==> src/rtl/id_stage_pipe_if.sv <==
// ID stage bus: IF/WB/hazard inputs towards the decoder and the registered ID/EX outputs.
interface id_stage_pipe_if #(
  parameter int unsigned DWIDTH = 32,
  parameter int unsigned IWIDTH = 32,
  parameter int unsigned AWIDTH = 5
);
  logic              ids_i_ce;
  logic [IWIDTH-1:0] ids_i_instr;
  logic              ids_i_flush;
  logic              ids_i_ex_memread;
  logic [AWIDTH-1:0] ids_i_ex_rt;
  logic              ids_i_wb_en;
  logic [AWIDTH-1:0] ids_i_wb_addr;
  logic [DWIDTH-1:0] ids_i_wb_data;

  logic              ids_o_stall;
  logic              ids_o_ce;
  logic [5:0]        ids_o_opcode;
  logic [5:0]        ids_o_funct;
  logic [AWIDTH-1:0] ids_o_addr_rs;
  logic [AWIDTH-1:0] ids_o_addr_rt;
  logic [AWIDTH-1:0] ids_o_addr_wr;
  logic [DWIDTH-1:0] ids_o_data_rs;
  logic [DWIDTH-1:0] ids_o_data_rt;
  logic [DWIDTH-1:0] ids_o_imm;
  logic              ids_o_branch;
  logic              ids_o_alu_src;
  logic              ids_o_memread;
  logic              ids_o_memwrite;
  logic              ids_o_memtoreg;
  logic              ids_o_reg_wr;

  // Upstream side (IF/WB/EX feedback driver).
  modport master (
    output ids_i_ce, ids_i_instr, ids_i_flush, ids_i_ex_memread, ids_i_ex_rt,
    output ids_i_wb_en, ids_i_wb_addr, ids_i_wb_data,
    input  ids_o_stall, ids_o_ce, ids_o_opcode, ids_o_funct, ids_o_addr_rs, ids_o_addr_rt,
    input  ids_o_addr_wr, ids_o_data_rs, ids_o_data_rt, ids_o_imm, ids_o_branch,
    input  ids_o_alu_src, ids_o_memread, ids_o_memwrite, ids_o_memtoreg, ids_o_reg_wr
  );

  // Decode stage side.
  modport slave (
    input  ids_i_ce, ids_i_instr, ids_i_flush, ids_i_ex_memread, ids_i_ex_rt,
    input  ids_i_wb_en, ids_i_wb_addr, ids_i_wb_data,
    output ids_o_stall, ids_o_ce, ids_o_opcode, ids_o_funct, ids_o_addr_rs, ids_o_addr_rt,
    output ids_o_addr_wr, ids_o_data_rs, ids_o_data_rt, ids_o_imm, ids_o_branch,
    output ids_o_alu_src, ids_o_memread, ids_o_memwrite, ids_o_memtoreg, ids_o_reg_wr
  );
endinterface

==> src/rtl/id_stage_pipe.sv <==
// MIPS instruction-decode stage: main decoder, register file with write-through bypass,
// load-use hazard detection and a registered ID/EX boundary with bubble insertion.
module id_stage_pipe #(
  parameter int unsigned DWIDTH = 32,
  parameter int unsigned IWIDTH = 32,
  parameter int unsigned NREGS  = 32,
  parameter int unsigned AWIDTH = 5
) (
  input logic            ids_clk,
  input logic            ids_rst,
  id_stage_pipe_if.slave bus
);
  localparam logic [5:0] OpRtype = 6'h00;
  localparam logic [5:0] OpLw    = 6'h23;
  localparam logic [5:0] OpSw    = 6'h2B;
  localparam logic [5:0] OpBeq   = 6'h04;
  localparam logic [5:0] OpAddi  = 6'h08;

  logic [5:0]        opcode, funct;
  logic [AWIDTH-1:0] rs, rt, rd, addr_wr;
  logic [DWIDTH-1:0] imm, data_rs, data_rt;
  logic              reg_dst, branch, alu_src, memread, memwrite, memtoreg, reg_wr;
  logic              uses_rt, stall;
  logic              rs_ok, rt_ok, wb_ok;
  logic              wb_hit;

  logic [DWIDTH-1:0] rf_q [NREGS];

  logic              ce_q, branch_q, alu_src_q, memread_q, memwrite_q, memtoreg_q, reg_wr_q;
  logic [5:0]        opcode_q, funct_q;
  logic [AWIDTH-1:0] addr_rs_q, addr_rt_q, addr_wr_q;
  logic [DWIDTH-1:0] data_rs_q, data_rt_q, imm_q;

  assign opcode = bus.ids_i_instr[31:26];
  assign funct  = bus.ids_i_instr[5:0];
  assign rs     = AWIDTH'(bus.ids_i_instr[25:21]);
  assign rt     = AWIDTH'(bus.ids_i_instr[20:16]);
  assign rd     = AWIDTH'(bus.ids_i_instr[15:11]);
  assign imm    = DWIDTH'(signed'(bus.ids_i_instr[15:0]));

  // Addresses beyond the implemented file only exist when the address space is larger.
  if (NREGS < (32'd1 << AWIDTH)) begin : g_range
    assign rs_ok = 32'(rs) < NREGS;
    assign rt_ok = 32'(rt) < NREGS;
    assign wb_ok = 32'(bus.ids_i_wb_addr) < NREGS;
  end else begin : g_full
    assign rs_ok = 1'b1;
    assign rt_ok = 1'b1;
    assign wb_ok = 1'b1;
  end

  assign wb_hit = bus.ids_i_wb_en && (bus.ids_i_wb_addr != '0) && wb_ok;

  // Main decoder: control lines per opcode, anything unknown decodes as a NOP.
  always_comb begin
    reg_dst  = 1'b0;
    branch   = 1'b0;
    alu_src  = 1'b0;
    memread  = 1'b0;
    memwrite = 1'b0;
    memtoreg = 1'b0;
    reg_wr   = 1'b0;
    case (opcode)
      OpRtype: begin reg_dst = 1'b1; reg_wr = 1'b1; end
      OpLw:    begin alu_src = 1'b1; memread = 1'b1; memtoreg = 1'b1; reg_wr = 1'b1; end
      OpSw:    begin alu_src = 1'b1; memwrite = 1'b1; end
      OpBeq:   branch = 1'b1;
      OpAddi:  begin alu_src = 1'b1; reg_wr = 1'b1; end
      default: ;
    endcase
  end

  assign addr_wr = reg_dst ? rd : rt;

  // Register read with write-through bypass; r0 and unimplemented addresses read as zero.
  always_comb begin
    data_rs = '0;
    data_rt = '0;
    if (rs != '0 && rs_ok) begin
      data_rs = (wb_hit && bus.ids_i_wb_addr == rs) ? bus.ids_i_wb_data : rf_q[rs];
    end
    if (rt != '0 && rt_ok) begin
      data_rt = (wb_hit && bus.ids_i_wb_addr == rt) ? bus.ids_i_wb_data : rf_q[rt];
    end
  end

  // Load-use hazard: rt is only a source for R-type, sw and beq; a flush overrides it.
  always_comb begin
    uses_rt = (opcode == OpRtype) || (opcode == OpSw) || (opcode == OpBeq);
    stall   = bus.ids_i_ce && bus.ids_i_ex_memread && (bus.ids_i_ex_rt != '0) &&
              ((bus.ids_i_ex_rt == rs) || ((bus.ids_i_ex_rt == rt) && uses_rt)) &&
              !bus.ids_i_flush;
  end

  // Register file write port; reset wipes the file and blocks any same-cycle write-back.
  always_ff @(posedge ids_clk) begin
    if (ids_rst) begin
      for (int unsigned i = 0; i < NREGS; i++) rf_q[i] <= '0;
    end else if (wb_hit) begin
      rf_q[bus.ids_i_wb_addr] <= bus.ids_i_wb_data;
    end
  end

  // ID/EX boundary: reset, flush, stall and invalid input all collapse to the all-zero bubble.
  always_ff @(posedge ids_clk) begin
    if (ids_rst || bus.ids_i_flush || stall || !bus.ids_i_ce) begin
      ce_q       <= 1'b0;
      opcode_q   <= '0;
      funct_q    <= '0;
      addr_rs_q  <= '0;
      addr_rt_q  <= '0;
      addr_wr_q  <= '0;
      data_rs_q  <= '0;
      data_rt_q  <= '0;
      imm_q      <= '0;
      branch_q   <= 1'b0;
      alu_src_q  <= 1'b0;
      memread_q  <= 1'b0;
      memwrite_q <= 1'b0;
      memtoreg_q <= 1'b0;
      reg_wr_q   <= 1'b0;
    end else begin
      ce_q       <= 1'b1;
      opcode_q   <= opcode;
      funct_q    <= funct;
      addr_rs_q  <= rs;
      addr_rt_q  <= rt;
      addr_wr_q  <= addr_wr;
      data_rs_q  <= data_rs;
      data_rt_q  <= data_rt;
      imm_q      <= imm;
      branch_q   <= branch;
      alu_src_q  <= alu_src;
      memread_q  <= memread;
      memwrite_q <= memwrite;
      memtoreg_q <= memtoreg;
      reg_wr_q   <= reg_wr;
    end
  end

  assign bus.ids_o_stall    = stall;
  assign bus.ids_o_ce       = ce_q;
  assign bus.ids_o_opcode   = opcode_q;
  assign bus.ids_o_funct    = funct_q;
  assign bus.ids_o_addr_rs  = addr_rs_q;
  assign bus.ids_o_addr_rt  = addr_rt_q;
  assign bus.ids_o_addr_wr  = addr_wr_q;
  assign bus.ids_o_data_rs  = data_rs_q;
  assign bus.ids_o_data_rt  = data_rt_q;
  assign bus.ids_o_imm      = imm_q;
  assign bus.ids_o_branch   = branch_q;
  assign bus.ids_o_alu_src  = alu_src_q;
  assign bus.ids_o_memread  = memread_q;
  assign bus.ids_o_memwrite = memwrite_q;
  assign bus.ids_o_memtoreg = memtoreg_q;
  assign bus.ids_o_reg_wr   = reg_wr_q;
endmodule
==> src/flat_wrapper.sv <==
// flat-port wrapper written by rule: the top's interface ports become plain ports
module id_stage_pipe_flat 
#(
  parameter int unsigned DWIDTH = 32,
  parameter int unsigned IWIDTH = 32,
  parameter int unsigned NREGS  = 32,
  parameter int unsigned AWIDTH = 5
)
  (ids_clk, ids_rst, bus_ids_i_ce, bus_ids_i_instr, bus_ids_i_flush, bus_ids_i_ex_memread, bus_ids_i_ex_rt, bus_ids_i_wb_en, bus_ids_i_wb_addr, bus_ids_i_wb_data, bus_ids_o_stall, bus_ids_o_ce, bus_ids_o_opcode, bus_ids_o_funct, bus_ids_o_addr_rs, bus_ids_o_addr_rt, bus_ids_o_addr_wr, bus_ids_o_data_rs, bus_ids_o_data_rt, bus_ids_o_imm, bus_ids_o_branch, bus_ids_o_alu_src, bus_ids_o_memread, bus_ids_o_memwrite, bus_ids_o_memtoreg, bus_ids_o_reg_wr);
  id_stage_pipe_if #(.DWIDTH(DWIDTH), .IWIDTH(IWIDTH), .AWIDTH(AWIDTH)) bus_i ();
  input logic ids_clk;
  input logic ids_rst;
  input wire logic [$bits(bus_i.ids_i_ce)-1:0] bus_ids_i_ce;
  input wire logic [$bits(bus_i.ids_i_instr)-1:0] bus_ids_i_instr;
  input wire logic [$bits(bus_i.ids_i_flush)-1:0] bus_ids_i_flush;
  input wire logic [$bits(bus_i.ids_i_ex_memread)-1:0] bus_ids_i_ex_memread;
  input wire logic [$bits(bus_i.ids_i_ex_rt)-1:0] bus_ids_i_ex_rt;
  input wire logic [$bits(bus_i.ids_i_wb_en)-1:0] bus_ids_i_wb_en;
  input wire logic [$bits(bus_i.ids_i_wb_addr)-1:0] bus_ids_i_wb_addr;
  input wire logic [$bits(bus_i.ids_i_wb_data)-1:0] bus_ids_i_wb_data;
  output wire logic [$bits(bus_i.ids_o_stall)-1:0] bus_ids_o_stall;
  output wire logic [$bits(bus_i.ids_o_ce)-1:0] bus_ids_o_ce;
  output wire logic [$bits(bus_i.ids_o_opcode)-1:0] bus_ids_o_opcode;
  output wire logic [$bits(bus_i.ids_o_funct)-1:0] bus_ids_o_funct;
  output wire logic [$bits(bus_i.ids_o_addr_rs)-1:0] bus_ids_o_addr_rs;
  output wire logic [$bits(bus_i.ids_o_addr_rt)-1:0] bus_ids_o_addr_rt;
  output wire logic [$bits(bus_i.ids_o_addr_wr)-1:0] bus_ids_o_addr_wr;
  output wire logic [$bits(bus_i.ids_o_data_rs)-1:0] bus_ids_o_data_rs;
  output wire logic [$bits(bus_i.ids_o_data_rt)-1:0] bus_ids_o_data_rt;
  output wire logic [$bits(bus_i.ids_o_imm)-1:0] bus_ids_o_imm;
  output wire logic [$bits(bus_i.ids_o_branch)-1:0] bus_ids_o_branch;
  output wire logic [$bits(bus_i.ids_o_alu_src)-1:0] bus_ids_o_alu_src;
  output wire logic [$bits(bus_i.ids_o_memread)-1:0] bus_ids_o_memread;
  output wire logic [$bits(bus_i.ids_o_memwrite)-1:0] bus_ids_o_memwrite;
  output wire logic [$bits(bus_i.ids_o_memtoreg)-1:0] bus_ids_o_memtoreg;
  output wire logic [$bits(bus_i.ids_o_reg_wr)-1:0] bus_ids_o_reg_wr;
  assign bus_i.ids_i_ce = bus_ids_i_ce;
  assign bus_i.ids_i_instr = bus_ids_i_instr;
  assign bus_i.ids_i_flush = bus_ids_i_flush;
  assign bus_i.ids_i_ex_memread = bus_ids_i_ex_memread;
  assign bus_i.ids_i_ex_rt = bus_ids_i_ex_rt;
  assign bus_i.ids_i_wb_en = bus_ids_i_wb_en;
  assign bus_i.ids_i_wb_addr = bus_ids_i_wb_addr;
  assign bus_i.ids_i_wb_data = bus_ids_i_wb_data;
  assign bus_ids_o_stall = bus_i.ids_o_stall;
  assign bus_ids_o_ce = bus_i.ids_o_ce;
  assign bus_ids_o_opcode = bus_i.ids_o_opcode;
  assign bus_ids_o_funct = bus_i.ids_o_funct;
  assign bus_ids_o_addr_rs = bus_i.ids_o_addr_rs;
  assign bus_ids_o_addr_rt = bus_i.ids_o_addr_rt;
  assign bus_ids_o_addr_wr = bus_i.ids_o_addr_wr;
  assign bus_ids_o_data_rs = bus_i.ids_o_data_rs;
  assign bus_ids_o_data_rt = bus_i.ids_o_data_rt;
  assign bus_ids_o_imm = bus_i.ids_o_imm;
  assign bus_ids_o_branch = bus_i.ids_o_branch;
  assign bus_ids_o_alu_src = bus_i.ids_o_alu_src;
  assign bus_ids_o_memread = bus_i.ids_o_memread;
  assign bus_ids_o_memwrite = bus_i.ids_o_memwrite;
  assign bus_ids_o_memtoreg = bus_i.ids_o_memtoreg;
  assign bus_ids_o_reg_wr = bus_i.ids_o_reg_wr;
  id_stage_pipe #(.DWIDTH(DWIDTH), .IWIDTH(IWIDTH), .NREGS(NREGS), .AWIDTH(AWIDTH)) u_core (.ids_clk(ids_clk), .ids_rst(ids_rst), .bus(bus_i));
endmodule
==> config.mk <==
export PLATFORM = sky130hd
export DESIGN_NAME = id_stage_pipe_flat
export DESIGN_NICKNAME = d
export VERILOG_FILES = /design/src/rtl/id_stage_pipe_if.sv /design/src/rtl/id_stage_pipe.sv /design/src/flat_wrapper.sv
export SDC_FILE = /design/constraint.sdc
export NUM_CORES = 2
export LEC_CHECK = 0
export ABC_AREA = 1
export CORE_MARGIN = 2
export CORE_UTILIZATION = 35
export CTS_CLUSTER_DIAMETER = 80
export DETAILED_ROUTE_END_ITERATION = 7
export PLACE_DENSITY_LB_ADDON = 0.05
export RECOVER_POWER = 50
export REMOVE_ABC_BUFFERS = 1
export SLEW_MARGIN = 15
export SYNTH_ARGS = -nofsm -noshare
export SYNTH_HDL_FRONTEND = slang
export SYNTH_SLANG_ARGS = --single-unit
export TNS_END_PERCENT = 5
==> constraint.sdc <==
create_clock -name ids_clk -period 3.65 [get_ports ids_clk]
set_input_delay 0.5475 -clock ids_clk [delete_from_list [all_inputs] [get_ports ids_clk]]
set_output_delay 0.5475 -clock ids_clk [all_outputs]
set_load 0.03 [all_outputs]
==> metrics.txt <==
synth cell count leaders nand2_1 (2252), nor2_1 (1622), edfxtp_1 (1024); die area 0.179 mm2; Worst-path clk slew 0.06 ns; layout cells sized above 1 0.0774; Die Ht approximately 420 um; Routed Antenna Nets 0; std cell rows 153; r2r worst-path depth 8; Hold Buf Count CTS 0; crit share post-route 0.938; I/O Buffers between 200 and 250; Area growth, synth to finish 16.0%; CP delay by family, top buffers and inverters; Req. time, crit path 4.05 ns; critical path class input pin to flop; Synth Register Bits 1131; Avg Inst Size Synth about 7.8 um2; global-route wire length before repair 388000 um; post_cts resized 0; Worst slew margin 0.00252; maxcap violations 2; CP max-delay cell clkbuf_1; IO Pins 211; core area about 0.17 mm2; largest net degree at the start of global routing 119; 1st-pass router iterations 8; asr flop ratio synth 0; Hold WS 0.279 ns; CTS Sinks 1131; Avg Vias per Cell about 5.4; Placed Instances 10100; wire per inst 26.5 um; Num CTS Buffers 141; Routed Wire Length 273000 um; outcome finished, violations left; Power Density 470 mW/mm2; most frequent cell after synthesis nand2_1; cells along the critical path clkbuf_1 > clkbuf_1 > inv_1 > clkbuf_1 > nand2_1 > clkbuf_2; warnings from Yosys 0; CP endpoint kind flop; Setup Viol. Count Final 0; Netlist Area Pre-Place 0.0613 mm2; Yosys top cell area share 0.502; Leak about 30 nW; largest stage delay on the critical path about 0.7 ns; hold depth 3; cell taking the most area after synthesis edfxtp_1; Fin. Hold Viols 0; setup TNS 0 ns; Root Driver clkbuf_16; worst-skew pair later-pin latency 0.79 ns; number of synthesized flops with an enable pin 1024; crit path buf inv count 5; Min-Delay Path Class input pin to flop; initial antenna violation count 5; CTS tree done; Post-Synthesis Cells ~8000; drc violations 0; DR iter-0 viols 6018; top cells by area, synth edfxtp_1 (50%), nand2_1 (14%), nor2_1 (9.9%), nand3_1 (8.0%), dfxtp_1 (3.5%); register area share after synthesis 0.536; clock skew 0.0209 ns; global route overflow 0; gr usage total 0.301; fin util 0.409; Placement Setup Slack -0.133 ns; final worst setup slack 0.227 ns; FILL cells 17500; Max clock buf depth 3; Slew @ Worst Pin 1.50 ns; CP max FO 19; gpl congestion 0.912; vias in the first global route ~54000; routed vias 56200; Crit path depth 6; Crit path arrival time 3.82 ns; Nets 7957; FMAX approximately 290 MHz; failing checks capacitance limit; unrepaired setup endpoints after global routing false; die span in x 423 um; DPL Wire Length 165000 um; Max IR drop VDD 0.508 mV; Setup crit start kind input pin; Layout Cells excl Fill 10300; Pins Over Slew Limit 0; Synth cell types 27; Top FF cell, synth edfxtp_1; Setup Fix Bufs, Post-CTS 0; Critical Path Most Common Cell clkbuf_1; minimum clock period 3.42 ns; initial cell density of the core 0.352; H-tree Lvls 4
## cells in the final DEF (no fill, tap or decap), types with 32 or more instances in the layout
master              n
conb_1             32
clkbuf_1           58
o21ai_0            86
o211ai_1          199
clkdlybuf4s50_1   130
dlygate4sd3_1      68
nand4_1            67
clkbuf_16         145
nand2_1          2216
a21oi_1           228
dfxtp_1           107
inv_1             498
edfxtp_1         1024
nand3_1           978
clkbuf_2           40
buf_4             189
or2_2              63
nand2_2            36
buf_12             66
nor2_1           1618
## state kept, by name, summed over array words and instances (netlist names)
signal	cells
u_core.bus.ids_o_imm	16
u_core.bus.ids_o_alu_src	1
u_core.bus.ids_o_branch	1
u_core.bus.ids_o_memread	1
u_core.bus.ids_o_data_rs	32
u_core.rf_q	1024
u_core.bus.ids_o_memwrite	1
u_core.bus.ids_o_ce	1
u_core.bus.ids_o_reg_wr	1
u_core.bus.ids_o_opcode	6
u_core.bus.ids_o_data_rt	32
u_core.bus.ids_o_addr_wr	5
u_core.bus.ids_o_addr_rs	5
u_core.bus.ids_o_addr_rt	5
## cell type report
class	instances	area, um2	share of cell area
clock inverter	59	539	0.00758
antenna	3	7.51	0.000106
multi-input combinational	5569	23900	0.336
tap	2325	2910	0.0409
clock buffer	190	3870	0.0544
sequential	1131	32900	0.462
inverter	509	1940	0.0273
timing repair buffer	525	5110	0.0718
## final timing paths
kind | startpoint | to | slack [ns]
worst min-delay path | bus_ids_i_instr[20] | u_core.bus.ids_o_addr_wr[4]$_SDFF_PP0_ | 0.28
worst max-delay path | ids_rst | u_core.rf_q[31][1]$_SDFFCE_PN0P_ | 0.23
worst max register to register | u_core.rf_q[20][2]$_SDFFCE_PN0P_ | u_core.bus.ids_o_data_rt[2]$_SDFF_PP0_ | 1.68
worst min register to register | u_core.rf_q[12][14]$_SDFFCE_PN0P_ | u_core.bus.ids_o_data_rt[14]$_SDFF_PP0_ | 0.79
## kinds of logic (layout without fill, tap and decap cells)
family	count (synthesis)	after routing	share of synthesized area
AND/OR/NAND/NOR	5009	5009	0.333
buffers and inverters	1177	1283	0.0783
flip-flops	1131	1131	0.536
AO/OA/AOI/OAI	513	513	0.0501
XOR/XNOR	15	15	0.00214
other	1	35	0.0000612
## per-layer routing
layer | track usage | part of all wire | vias to the layer above
met5 | 0 | 0 | -
met4 | 0.150 | 0.054 | 0
met3 | 0.0431 | 0.077 | 602
met2 | 0.476 | 0.45 | 2800
met1 | 0.402 | 0.42 | 27300
li1 | - | - | 25500
## per-stage QoR
stage               power (mW)  area (um2)
floorplan                 17.5       58500
global placement          19.8       67100
detailed placement        19.9       67100
CTS                       33.7       71500
global route              34.5       71100
finish                    33.4       71100
## worst register-to-register path, stage by stage (launching register included)
cell	delay, ns
edfxtp_1	0.37
or2_2	0.28
nand3_1	0.07
nand3_1	0.08
nand2_1	0.11
nand3_1	0.26
a21oi_1	0.32
nor2_1	0.12
clkbuf_1	0.20
## where the power goes
group          internal (mW)  switching, mW
logic                   1.23           3.29
registers               14.8          0.315
clock network           8.09           5.71
total                   24.1           9.31
(Power assumes the default switching activity.)
